`config.mk`:
```
export PLATFORM = sky130hd
export DESIGN_NAME = ctrl_pipe_unit_flat
export DESIGN_NICKNAME = d
export VERILOG_FILES = /design/src/rtl/ctrl_pipe_unit_if.sv /design/src/rtl/ctrl_pipe_unit.sv /design/src/flat_wrapper.sv
export SDC_FILE = /design/constraint.sdc
export NUM_CORES = 1
export LEC_CHECK = 0
export BUFFER_PORTS_ARGS = -buffer_cell sky130_fd_sc_hd__buf_2
export CORE_MARGIN = 8
export CORE_UTILIZATION = 55
export CTS_BUF_LIST = sky130_fd_sc_hd__clkbuf_8
export CTS_CLUSTER_DIAMETER = 60
export DETAILED_ROUTE_END_ITERATION = 10
export GPL_ROUTABILITY_DRIVEN = 0
export GPL_TIMING_DRIVEN = 0
export PLACE_DENSITY_LB_ADDON = 0.1
export SKIP_LAST_GASP = 1
export SLEW_MARGIN = 20
export SYNTH_ARGS = -nofsm -noshare
export SYNTH_HDL_FRONTEND = slang
export SYNTH_SLANG_ARGS = --single-unit
```
`constraint.sdc`:
```
create_clock -name clk_i -period 4.1 [get_ports clk_i]
set_clock_uncertainty 0.2 [all_clocks]
set_input_delay 0.615 -clock clk_i [delete_from_list [all_inputs] [get_ports clk_i]]
set_output_delay 0.615 -clock clk_i [all_outputs]
set_load 0.01 [all_outputs]
```
`src/rtl/ctrl_pipe_unit_if.sv`:
```
// ID-stage instruction/flush inputs and per-stage control outputs of ctrl_pipe_unit.
// master drives the ID stage and observes the stages; slave is the control pipeline.
interface ctrl_pipe_unit_if #(
  parameter int REG_ADDR_W = 5,
  parameter int CNT_W      = 8
);
  logic                  Valid_i;
  logic [5:0]            Op_i;
  logic [REG_ADDR_W-1:0] Rs_i;
  logic [REG_ADDR_W-1:0] Rt_i;
  logic [REG_ADDR_W-1:0] Rd_i;
  logic                  Flush_i;
  logic                  Stall_o;
  logic                  Jump_o;
  logic                  ExRegDst_o;
  logic [1:0]            ExALUOp_o;
  logic                  ExALUSrc_o;
  logic [REG_ADDR_W-1:0] ExDst_o;
  logic                  MemRead_o;
  logic                  MemWrite_o;
  logic                  MemBranch_o;
  logic                  WbRegWrite_o;
  logic                  WbMemtoReg_o;
  logic [REG_ADDR_W-1:0] WbDst_o;
  logic                  Illegal_o;
  logic [CNT_W-1:0]      IllegalCnt_o;

  modport master (
    output Valid_i, Op_i, Rs_i, Rt_i, Rd_i, Flush_i,
    input  Stall_o, Jump_o, ExRegDst_o, ExALUOp_o, ExALUSrc_o, ExDst_o,
           MemRead_o, MemWrite_o, MemBranch_o, WbRegWrite_o, WbMemtoReg_o,
           WbDst_o, Illegal_o, IllegalCnt_o
  );

  modport slave (
    input  Valid_i, Op_i, Rs_i, Rt_i, Rd_i, Flush_i,
    output Stall_o, Jump_o, ExRegDst_o, ExALUOp_o, ExALUSrc_o, ExDst_o,
           MemRead_o, MemWrite_o, MemBranch_o, WbRegWrite_o, WbMemtoReg_o,
           WbDst_o, Illegal_o, IllegalCnt_o
  );
endinterface

```
`src/rtl/ctrl_pipe_unit.sv`:
```
// Pipelined main decoder: EX fields 1 cycle after ID, MEM 2, WB 3; illegal opcodes counted.
// Load-use hazard gives a 1-cycle combinational stall (ID/EX bubble); flush wins; later stages never stall.
module ctrl_pipe_unit #(
  parameter int REG_ADDR_W     = 5,
  parameter int CNT_W          = 8,
  parameter bit HAZARD_EN      = 1'b1,
  parameter bit ZERO_REG_GUARD = 1'b1
) (
  input logic             clk_i,
  input logic             rst_i,
  ctrl_pipe_unit_if.slave bus
);
  localparam logic [5:0] OP_RTYPE = 6'b000000;
  localparam logic [5:0] OP_ADDI  = 6'b001000;
  localparam logic [5:0] OP_LW    = 6'b100011;
  localparam logic [5:0] OP_SW    = 6'b101011;
  localparam logic [5:0] OP_BEQ   = 6'b000100;
  localparam logic [5:0] OP_J     = 6'b000010;

  typedef struct packed {
    logic       reg_write;
    logic       mem_to_reg;
    logic       branch;
    logic       mem_read;
    logic       mem_write;
    logic       reg_dst;
    logic [1:0] alu_op;
    logic       alu_src;
  } ctrl_t;

  typedef struct packed {
    logic reg_write;
    logic mem_to_reg;
    logic branch;
    logic mem_read;
    logic mem_write;
  } mem_ctrl_t;

  typedef struct packed {
    logic reg_write;
    logic mem_to_reg;
  } wb_ctrl_t;

  ctrl_t                 dec;
  logic                  legal;
  logic                  uses_rt;
  logic                  hazard;
  logic [REG_ADDR_W-1:0] dec_dst;
  ctrl_t                 idex_ctrl_d, idex_ctrl_q;
  logic [REG_ADDR_W-1:0] idex_dst_d, idex_dst_q;
  mem_ctrl_t             exmem_ctrl_q;
  logic [REG_ADDR_W-1:0] exmem_dst_q;
  wb_ctrl_t              memwb_ctrl_q;
  logic [REG_ADDR_W-1:0] memwb_dst_q;
  logic                  ill_d, ill_q;
  logic [CNT_W-1:0]      cnt_d, cnt_q;

  always_comb begin
    dec     = '0;
    dec_dst = '0;
    legal   = 1'b1;
    uses_rt = 1'b0;
    case (bus.Op_i)
      OP_RTYPE: begin
        dec.reg_write = 1'b1;
        dec.reg_dst   = 1'b1;
        dec.alu_op    = 2'b11;
        dec_dst       = bus.Rd_i;
        uses_rt       = 1'b1;
      end
      OP_ADDI: begin
        dec.reg_write = 1'b1;
        dec.alu_src   = 1'b1;
        dec_dst       = bus.Rt_i;
      end
      OP_LW: begin
        dec.reg_write  = 1'b1;
        dec.mem_to_reg = 1'b1;
        dec.mem_read   = 1'b1;
        dec.alu_src    = 1'b1;
        dec_dst        = bus.Rt_i;
      end
      OP_SW: begin
        dec.mem_write = 1'b1;
        dec.alu_src   = 1'b1;
        uses_rt       = 1'b1;
      end
      OP_BEQ: begin
        dec.branch = 1'b1;
        dec.alu_op = 2'b01;
        uses_rt    = 1'b1;
      end
      OP_J:    ;
      default: legal = 1'b0;
    endcase
  end

  // Only instructions that read rt as a source can collide through Rt_i.
  always_comb begin
    hazard = 1'b0;
    if (HAZARD_EN)
      hazard = bus.Valid_i && idex_ctrl_q.mem_read && (idex_dst_q != '0) &&
               ((idex_dst_q == bus.Rs_i) || ((idex_dst_q == bus.Rt_i) && uses_rt));
  end

  always_comb begin
    idex_ctrl_d = dec;
    idex_dst_d  = dec_dst;
    if (!bus.Valid_i || !legal || hazard || bus.Flush_i) begin
      idex_ctrl_d = '0;
      idex_dst_d  = '0;
    end
    if (ZERO_REG_GUARD && (idex_dst_d == '0))
      idex_ctrl_d.reg_write = 1'b0;
  end

  // An illegal opcode held through a stall is counted on every cycle it is presented.
  always_comb begin
    ill_d = ill_q;
    cnt_d = cnt_q;
    if (bus.Valid_i && !legal && !bus.Flush_i) begin
      ill_d = 1'b1;
      if (cnt_q != {CNT_W{1'b1}})
        cnt_d = cnt_q + CNT_W'(1);
    end
  end

  always_ff @(posedge clk_i or negedge rst_i) begin
    if (!rst_i) begin
      idex_ctrl_q  <= '0;
      idex_dst_q   <= '0;
      exmem_ctrl_q <= '0;
      exmem_dst_q  <= '0;
      memwb_ctrl_q <= '0;
      memwb_dst_q  <= '0;
      ill_q        <= 1'b0;
      cnt_q        <= '0;
    end else begin
      idex_ctrl_q  <= idex_ctrl_d;
      idex_dst_q   <= idex_dst_d;
      exmem_ctrl_q <= '{reg_write:  idex_ctrl_q.reg_write,
                        mem_to_reg: idex_ctrl_q.mem_to_reg,
                        branch:     idex_ctrl_q.branch,
                        mem_read:   idex_ctrl_q.mem_read,
                        mem_write:  idex_ctrl_q.mem_write};
      exmem_dst_q  <= idex_dst_q;
      memwb_ctrl_q <= '{reg_write:  exmem_ctrl_q.reg_write,
                        mem_to_reg: exmem_ctrl_q.mem_to_reg};
      memwb_dst_q  <= exmem_dst_q;
      ill_q        <= ill_d;
      cnt_q        <= cnt_d;
    end
  end

  assign bus.Stall_o      = hazard && !bus.Flush_i;
  assign bus.Jump_o       = bus.Valid_i && (bus.Op_i == OP_J);
  assign bus.ExRegDst_o   = idex_ctrl_q.reg_dst;
  assign bus.ExALUOp_o    = idex_ctrl_q.alu_op;
  assign bus.ExALUSrc_o   = idex_ctrl_q.alu_src;
  assign bus.ExDst_o      = idex_dst_q;
  assign bus.MemRead_o    = exmem_ctrl_q.mem_read;
  assign bus.MemWrite_o   = exmem_ctrl_q.mem_write;
  assign bus.MemBranch_o  = exmem_ctrl_q.branch;
  assign bus.WbRegWrite_o = memwb_ctrl_q.reg_write;
  assign bus.WbMemtoReg_o = memwb_ctrl_q.mem_to_reg;
  assign bus.WbDst_o      = memwb_dst_q;
  assign bus.Illegal_o    = ill_q;
  assign bus.IllegalCnt_o = cnt_q;
endmodule

```
`src/flat_wrapper.sv`:
```
// flat-port wrapper written by rule: the top's interface ports become plain ports
module ctrl_pipe_unit_flat 
#(
  parameter int REG_ADDR_W     = 5,
  parameter int CNT_W          = 8,
  parameter bit HAZARD_EN      = 1'b1,
  parameter bit ZERO_REG_GUARD = 1'b1
)
  (clk_i, rst_i, bus_Valid_i, bus_Op_i, bus_Rs_i, bus_Rt_i, bus_Rd_i, bus_Flush_i, bus_Stall_o, bus_Jump_o, bus_ExRegDst_o, bus_ExALUOp_o, bus_ExALUSrc_o, bus_ExDst_o, bus_MemRead_o, bus_MemWrite_o, bus_MemBranch_o, bus_WbRegWrite_o, bus_WbMemtoReg_o, bus_WbDst_o, bus_Illegal_o, bus_IllegalCnt_o);
  ctrl_pipe_unit_if #(.REG_ADDR_W(REG_ADDR_W), .CNT_W(CNT_W)) bus_i ();
  input logic clk_i;
  input logic rst_i;
  input wire logic [$bits(bus_i.Valid_i)-1:0] bus_Valid_i;
  input wire logic [$bits(bus_i.Op_i)-1:0] bus_Op_i;
  input wire logic [$bits(bus_i.Rs_i)-1:0] bus_Rs_i;
  input wire logic [$bits(bus_i.Rt_i)-1:0] bus_Rt_i;
  input wire logic [$bits(bus_i.Rd_i)-1:0] bus_Rd_i;
  input wire logic [$bits(bus_i.Flush_i)-1:0] bus_Flush_i;
  output wire logic [$bits(bus_i.Stall_o)-1:0] bus_Stall_o;
  output wire logic [$bits(bus_i.Jump_o)-1:0] bus_Jump_o;
  output wire logic [$bits(bus_i.ExRegDst_o)-1:0] bus_ExRegDst_o;
  output wire logic [$bits(bus_i.ExALUOp_o)-1:0] bus_ExALUOp_o;
  output wire logic [$bits(bus_i.ExALUSrc_o)-1:0] bus_ExALUSrc_o;
  output wire logic [$bits(bus_i.ExDst_o)-1:0] bus_ExDst_o;
  output wire logic [$bits(bus_i.MemRead_o)-1:0] bus_MemRead_o;
  output wire logic [$bits(bus_i.MemWrite_o)-1:0] bus_MemWrite_o;
  output wire logic [$bits(bus_i.MemBranch_o)-1:0] bus_MemBranch_o;
  output wire logic [$bits(bus_i.WbRegWrite_o)-1:0] bus_WbRegWrite_o;
  output wire logic [$bits(bus_i.WbMemtoReg_o)-1:0] bus_WbMemtoReg_o;
  output wire logic [$bits(bus_i.WbDst_o)-1:0] bus_WbDst_o;
  output wire logic [$bits(bus_i.Illegal_o)-1:0] bus_Illegal_o;
  output wire logic [$bits(bus_i.IllegalCnt_o)-1:0] bus_IllegalCnt_o;
  assign bus_i.Valid_i = bus_Valid_i;
  assign bus_i.Op_i = bus_Op_i;
  assign bus_i.Rs_i = bus_Rs_i;
  assign bus_i.Rt_i = bus_Rt_i;
  assign bus_i.Rd_i = bus_Rd_i;
  assign bus_i.Flush_i = bus_Flush_i;
  assign bus_Stall_o = bus_i.Stall_o;
  assign bus_Jump_o = bus_i.Jump_o;
  assign bus_ExRegDst_o = bus_i.ExRegDst_o;
  assign bus_ExALUOp_o = bus_i.ExALUOp_o;
  assign bus_ExALUSrc_o = bus_i.ExALUSrc_o;
  assign bus_ExDst_o = bus_i.ExDst_o;
  assign bus_MemRead_o = bus_i.MemRead_o;
  assign bus_MemWrite_o = bus_i.MemWrite_o;
  assign bus_MemBranch_o = bus_i.MemBranch_o;
  assign bus_WbRegWrite_o = bus_i.WbRegWrite_o;
  assign bus_WbMemtoReg_o = bus_i.WbMemtoReg_o;
  assign bus_WbDst_o = bus_i.WbDst_o;
  assign bus_Illegal_o = bus_i.Illegal_o;
  assign bus_IllegalCnt_o = bus_i.IllegalCnt_o;
  ctrl_pipe_unit #(.REG_ADDR_W(REG_ADDR_W), .CNT_W(CNT_W), .HAZARD_EN(HAZARD_EN), .ZERO_REG_GUARD(ZERO_REG_GUARD)) u_core (.clk_i(clk_i), .rst_i(rst_i), .bus(bus_i));
endmodule
```
==> results.md <==
- Run status: complete, no violations
- Max incr delay on CP: 0.90 ns
- Initial core utilization: 55.81%
- Core area: 2953 um2
- XOR/XNOR share of the synthesized area: 9.036%
- MaxCap Viol Count: 0
- Startpoint type of the worst setup path: flip-flop
- Maximum number of pins on one net before global-route repair: 38
- Power density over cell area: 460.5 nW/um2
- Final core utilization: 70.51%
- Unrepaired setup endpoints after global routing: false
- Critical Path, Cell by Cell: or4_1 > o211ai_1 > nor4_1 > buf_2 > o21ba_2 > buf_2
- Synth Area in Adders: 0.7593%
- Worst slew margin relative to its limit: a little under a third
- Via total after detailed routing: 1265
- Post-CTS clock slew at the launch and capture registers of the worst setup and hold paths: about 0.08 ns
- Hold buffers post-CTS: 0
- Number of sinks on the clock net: 37
- Critical Path Slowest Stage Cell: sky130_fd_sc_hd__nor4_1
- Number of global-route vias before repair: 1294
- Area growth syn-to-layout: 26.35%
- IR Drop Worst-Case VDD: 0.2129 mV
- Number of input and output port buffers inserted: around 50
- Leakage power figure: 1.020 nW
- Dominant cells by area after synthesis: sky130_fd_sc_hd__dfrtp_1, sky130_fd_sc_hd__xor2_1, sky130_fd_sc_hd__nor4_1
- Fin crit share: 81.54%
- Endpoints failing setup: 0
- Internal power: ~0.00071 W
- Post-synthesis sequential element count: 37
- Die area: 5003 um2
- Global Route Usage Sum: 15.03%
- Worst-Skew Late Latency: ~0.29 ns
- Data arrival time of the critical path: 2.53 ns
- TritonCTS clock tree: built
- Number of failing hold endpoints at the final stage: 0
- Post-Route Setup TNS: 0 ns
- Place WS: 0.8894 ns
- Worst setup slack after layout: 0.7570 ns
- Proportion of synthesized chip area in sequential cells: 56.19%
- Slew @ Worst Pin: 1.028 ns
- Most numerous cell on the critical path: sky130_fd_sc_hd__buf_2
- Fraction of layout cells with a size suffix above 1: 40.53%
- Mean number of vias per cell: 5.673
- Die width: 70.74 um
- Count of H-tree levels built during CTS: 2
- Post-synth EDFFs: 0
- Global route overflow: 0
- Master cell of the clock root buffer: sky130_fd_sc_hd__clkbuf_8
- Number of max-slew violations in the final report: 0
- Average wire per standard cell: 16.15 um
- Path type of the worst setup path: flip-flop to output port
- Proportion of synthesized area in mux cells: 0.6834%
- Required time of the critical path: 3.28 ns
- Switching power as a share of total power: a little over a quarter
- Clock Tree Buf Depth: 2
- Number of antenna violations at the first check in global routing: 0
- Global-route wire length before repair: ~6.1 mm
- DPL Wire Length: 2.821 mm
- Detailed Route WL: 3.602 mm
- Count of cell types in the netlist: 38
- I/O pin total: 55
- Post-synth net total: 157
- Basic-gate share of the synthesized area counting and, or, nand and nor cells: 18.30%
- Fraction of the mapped netlist area in compound gates: 11.54%
- Share of flip-flops with an asynchronous set or reset: 100.0%
- Largest fanout of any net on the critical path: 10
- Y dimension of the die: 70.74 um
- Post-Synthesis Mean Instance Area: approximately 13 um2
- Power share of the sequential group: 45.1%
- Final #Nets: 215
- Post-route DRC: 0
- Switching power: ~0.00025 W
- Number of nets with antenna violations after routing: 0
- Synthesized instance count: 131
- Peak Freq: 299.1 MHz
- Synth warn: 0
- Cell accounting for the most synthesized area: sky130_fd_sc_hd__dfrtp_1
- Post-synth top area share: 56.19%
- Resized Gates After CTS: 0
- Shortest period the worst path allows: 3.343 ns
- Post CTS Setup Buffer Count: 0
- CTS buffer count: 5
- Cell area after synthesis: 1648 um2
- Clock group share of total power: 38.8%
- Element type at the critical path end: output port
- Combinational family with the most area after synthesis: simple AND/OR/NAND/NOR gates
- Most frequently used flop master after synthesis: sky130_fd_sc_hd__dfrtp_1
- Count of inserted antenna diode cells: 0
- Count of standard-cell rows: 20
- Iteration-0 DRC Markers: 61
- Detailed-router iteration count before antenna repair: 4
- Hold WC Path Type: flip-flop to flip-flop
- Part of the power in combinational logic: 16.1%
- Final-layout fill cell count: 232
[metal layers]
layer  up-vias  track usage [%]  wire length [um]
li1        607                -                 -
met1       602            17.98              1561
met2        50            23.27              1710
met3         6            6.638               283
met4         0            5.543                46
met5         -                0                 0
[area by class of cell]
| class | instances | area (um2) | share of cell area, % |
|---|---|---|---|
| sequential | 37 | 925.9 | 44.47 |
| clock inverter | 3 | 68.82 | 3.305 |
| inverter | 2 | 7.507 | 0.3606 |
| tap | 33 | 41.29 | 1.983 |
| clock buffer | 5 | 68.82 | 3.305 |
| timing repair buffer | 51 | 255.2 | 12.26 |
| multi-input combinational | 84 | 664.4 | 31.91 |
| buffer | 8 | 50.05 | 2.404 |
[layout by cell type (no fill, tap or decap), types with 3 or more instances in the layout]
cell                       instances
sky130_fd_sc_hd__buf_2            55
sky130_fd_sc_hd__dfrtp_1          37
sky130_fd_sc_hd__nor4_1           14
sky130_fd_sc_hd__xor2_1           12
sky130_fd_sc_hd__xnor2_1           5
sky130_fd_sc_hd__a22oi_1           5
sky130_fd_sc_hd__nor3_1            5
sky130_fd_sc_hd__clkbuf_8          5
sky130_fd_sc_hd__nand3_1           4
sky130_fd_sc_hd__or4_1             3
sky130_fd_sc_hd__or3_1             3
sky130_fd_sc_hd__o21ai_0           3
sky130_fd_sc_hd__nand2_1           3
[worst max-delay path: cells and delay by family (launching register included)]
family                 cells  cell delay, ns
AO/OA/AOI/OAI              2            0.27
flip-flops                 1            0.44
AND/OR/NAND/NOR            2            1.04
buffers and inverters      2            0.49
[cells by family after synthesis]
logic type               count (synthesis)
multiplexers                             1
adder cells (fa/ha/maj)                  1
XOR/XNOR                                17
flip-flops                              37
AO/OA/AOI/OAI                           19
AND/OR/NAND/NOR                         46
buffers and inverters                   10
[state kept, by name (all words and copies together), names as in the netlist, 2 cells and up]
register                 count
u_core.bus.ExALUOp_o         2
u_core.bus.IllegalCnt_o      8
u_core.bus.ExDst_o           5
u_core.idex_ctrl_q           4
u_core.exmem_dst_q           5
u_core.bus.WbDst_o           5
[metrics by stage]
step	cell area (um2)	hold WS [ns]	total power, W	cells
after detailed placement	1944	0.1347	0.0005963	215
final	2082	0.1510	0.0009587	223
after global placement	1944	0.1318	0.0005870	215
after global routing	2082	0.1548	0.001007	223
after floorplan	1648	0.1194	0.0005206	131
after CTS	2082	0.1523	0.0009706	223
[worst paths after layout]
path	from	end	slack [ns]	cells after the start
min reg2reg	u_core.exmem_dst_q[3]$_DFF_PN0_	u_core.bus.WbDst_o[3]$_DFF_PN0_	0.15	0
max reg2reg	u_core.bus.ExDst_o[2]$_DFF_PN0_	u_core.bus.ExALUOp_o[1]$_DFF_PN0_	1.70	5
min	u_core.exmem_dst_q[3]$_DFF_PN0_	u_core.bus.WbDst_o[3]$_DFF_PN0_	0.15	0
min in group asynchronous	rst_i	u_core.exmem_dst_q[4]$_DFF_PN0_	0.20	1
max	u_core.bus.ExDst_o[2]$_DFF_PN0_	bus_Stall_o	0.76	6
max in group asynchronous	rst_i	u_core.bus.IllegalCnt_o[4]$_DFFE_PN0P_	3.01	1
[power groups by stage]
stage | Clock (W) | Combinational, W | Sequential, W
after global routing | 0.000395 | 0.000172 | 0.000441
final | 0.000372 | 0.000154 | 0.000433
after detailed placement | 0 | 0.000156 | 0.000441
after CTS | 0.000381 | 0.000156 | 0.000433
after floorplan | 0 | 0.0000705 | 0.000450
after global placement | 0 | 0.000151 | 0.000436
[cell usage after synthesis (2+ instances only)]
cell                       instances
sky130_fd_sc_hd__nand2b_1          2
sky130_fd_sc_hd__buf_4             2
sky130_fd_sc_hd__nand2_1           3
sky130_fd_sc_hd__nor4_1           14
sky130_fd_sc_hd__or3_1             3
sky130_fd_sc_hd__nand3_1           4
sky130_fd_sc_hd__nand4b_1          2
sky130_fd_sc_hd__a22oi_1           5
sky130_fd_sc_hd__dfrtp_1          37
sky130_fd_sc_hd__nor2_1            2
sky130_fd_sc_hd__nor3_1            5
sky130_fd_sc_hd__o211ai_1          2
sky130_fd_sc_hd__or4_1             3
sky130_fd_sc_hd__xor2_1           12
sky130_fd_sc_hd__xnor2_1           5
sky130_fd_sc_hd__nand4_1           2
sky130_fd_sc_hd__buf_2             4
sky130_fd_sc_hd__o21ai_0           3
sky130_fd_sc_hd__inv_1             2
Note: power is estimated with default switching activity, not from simulation.
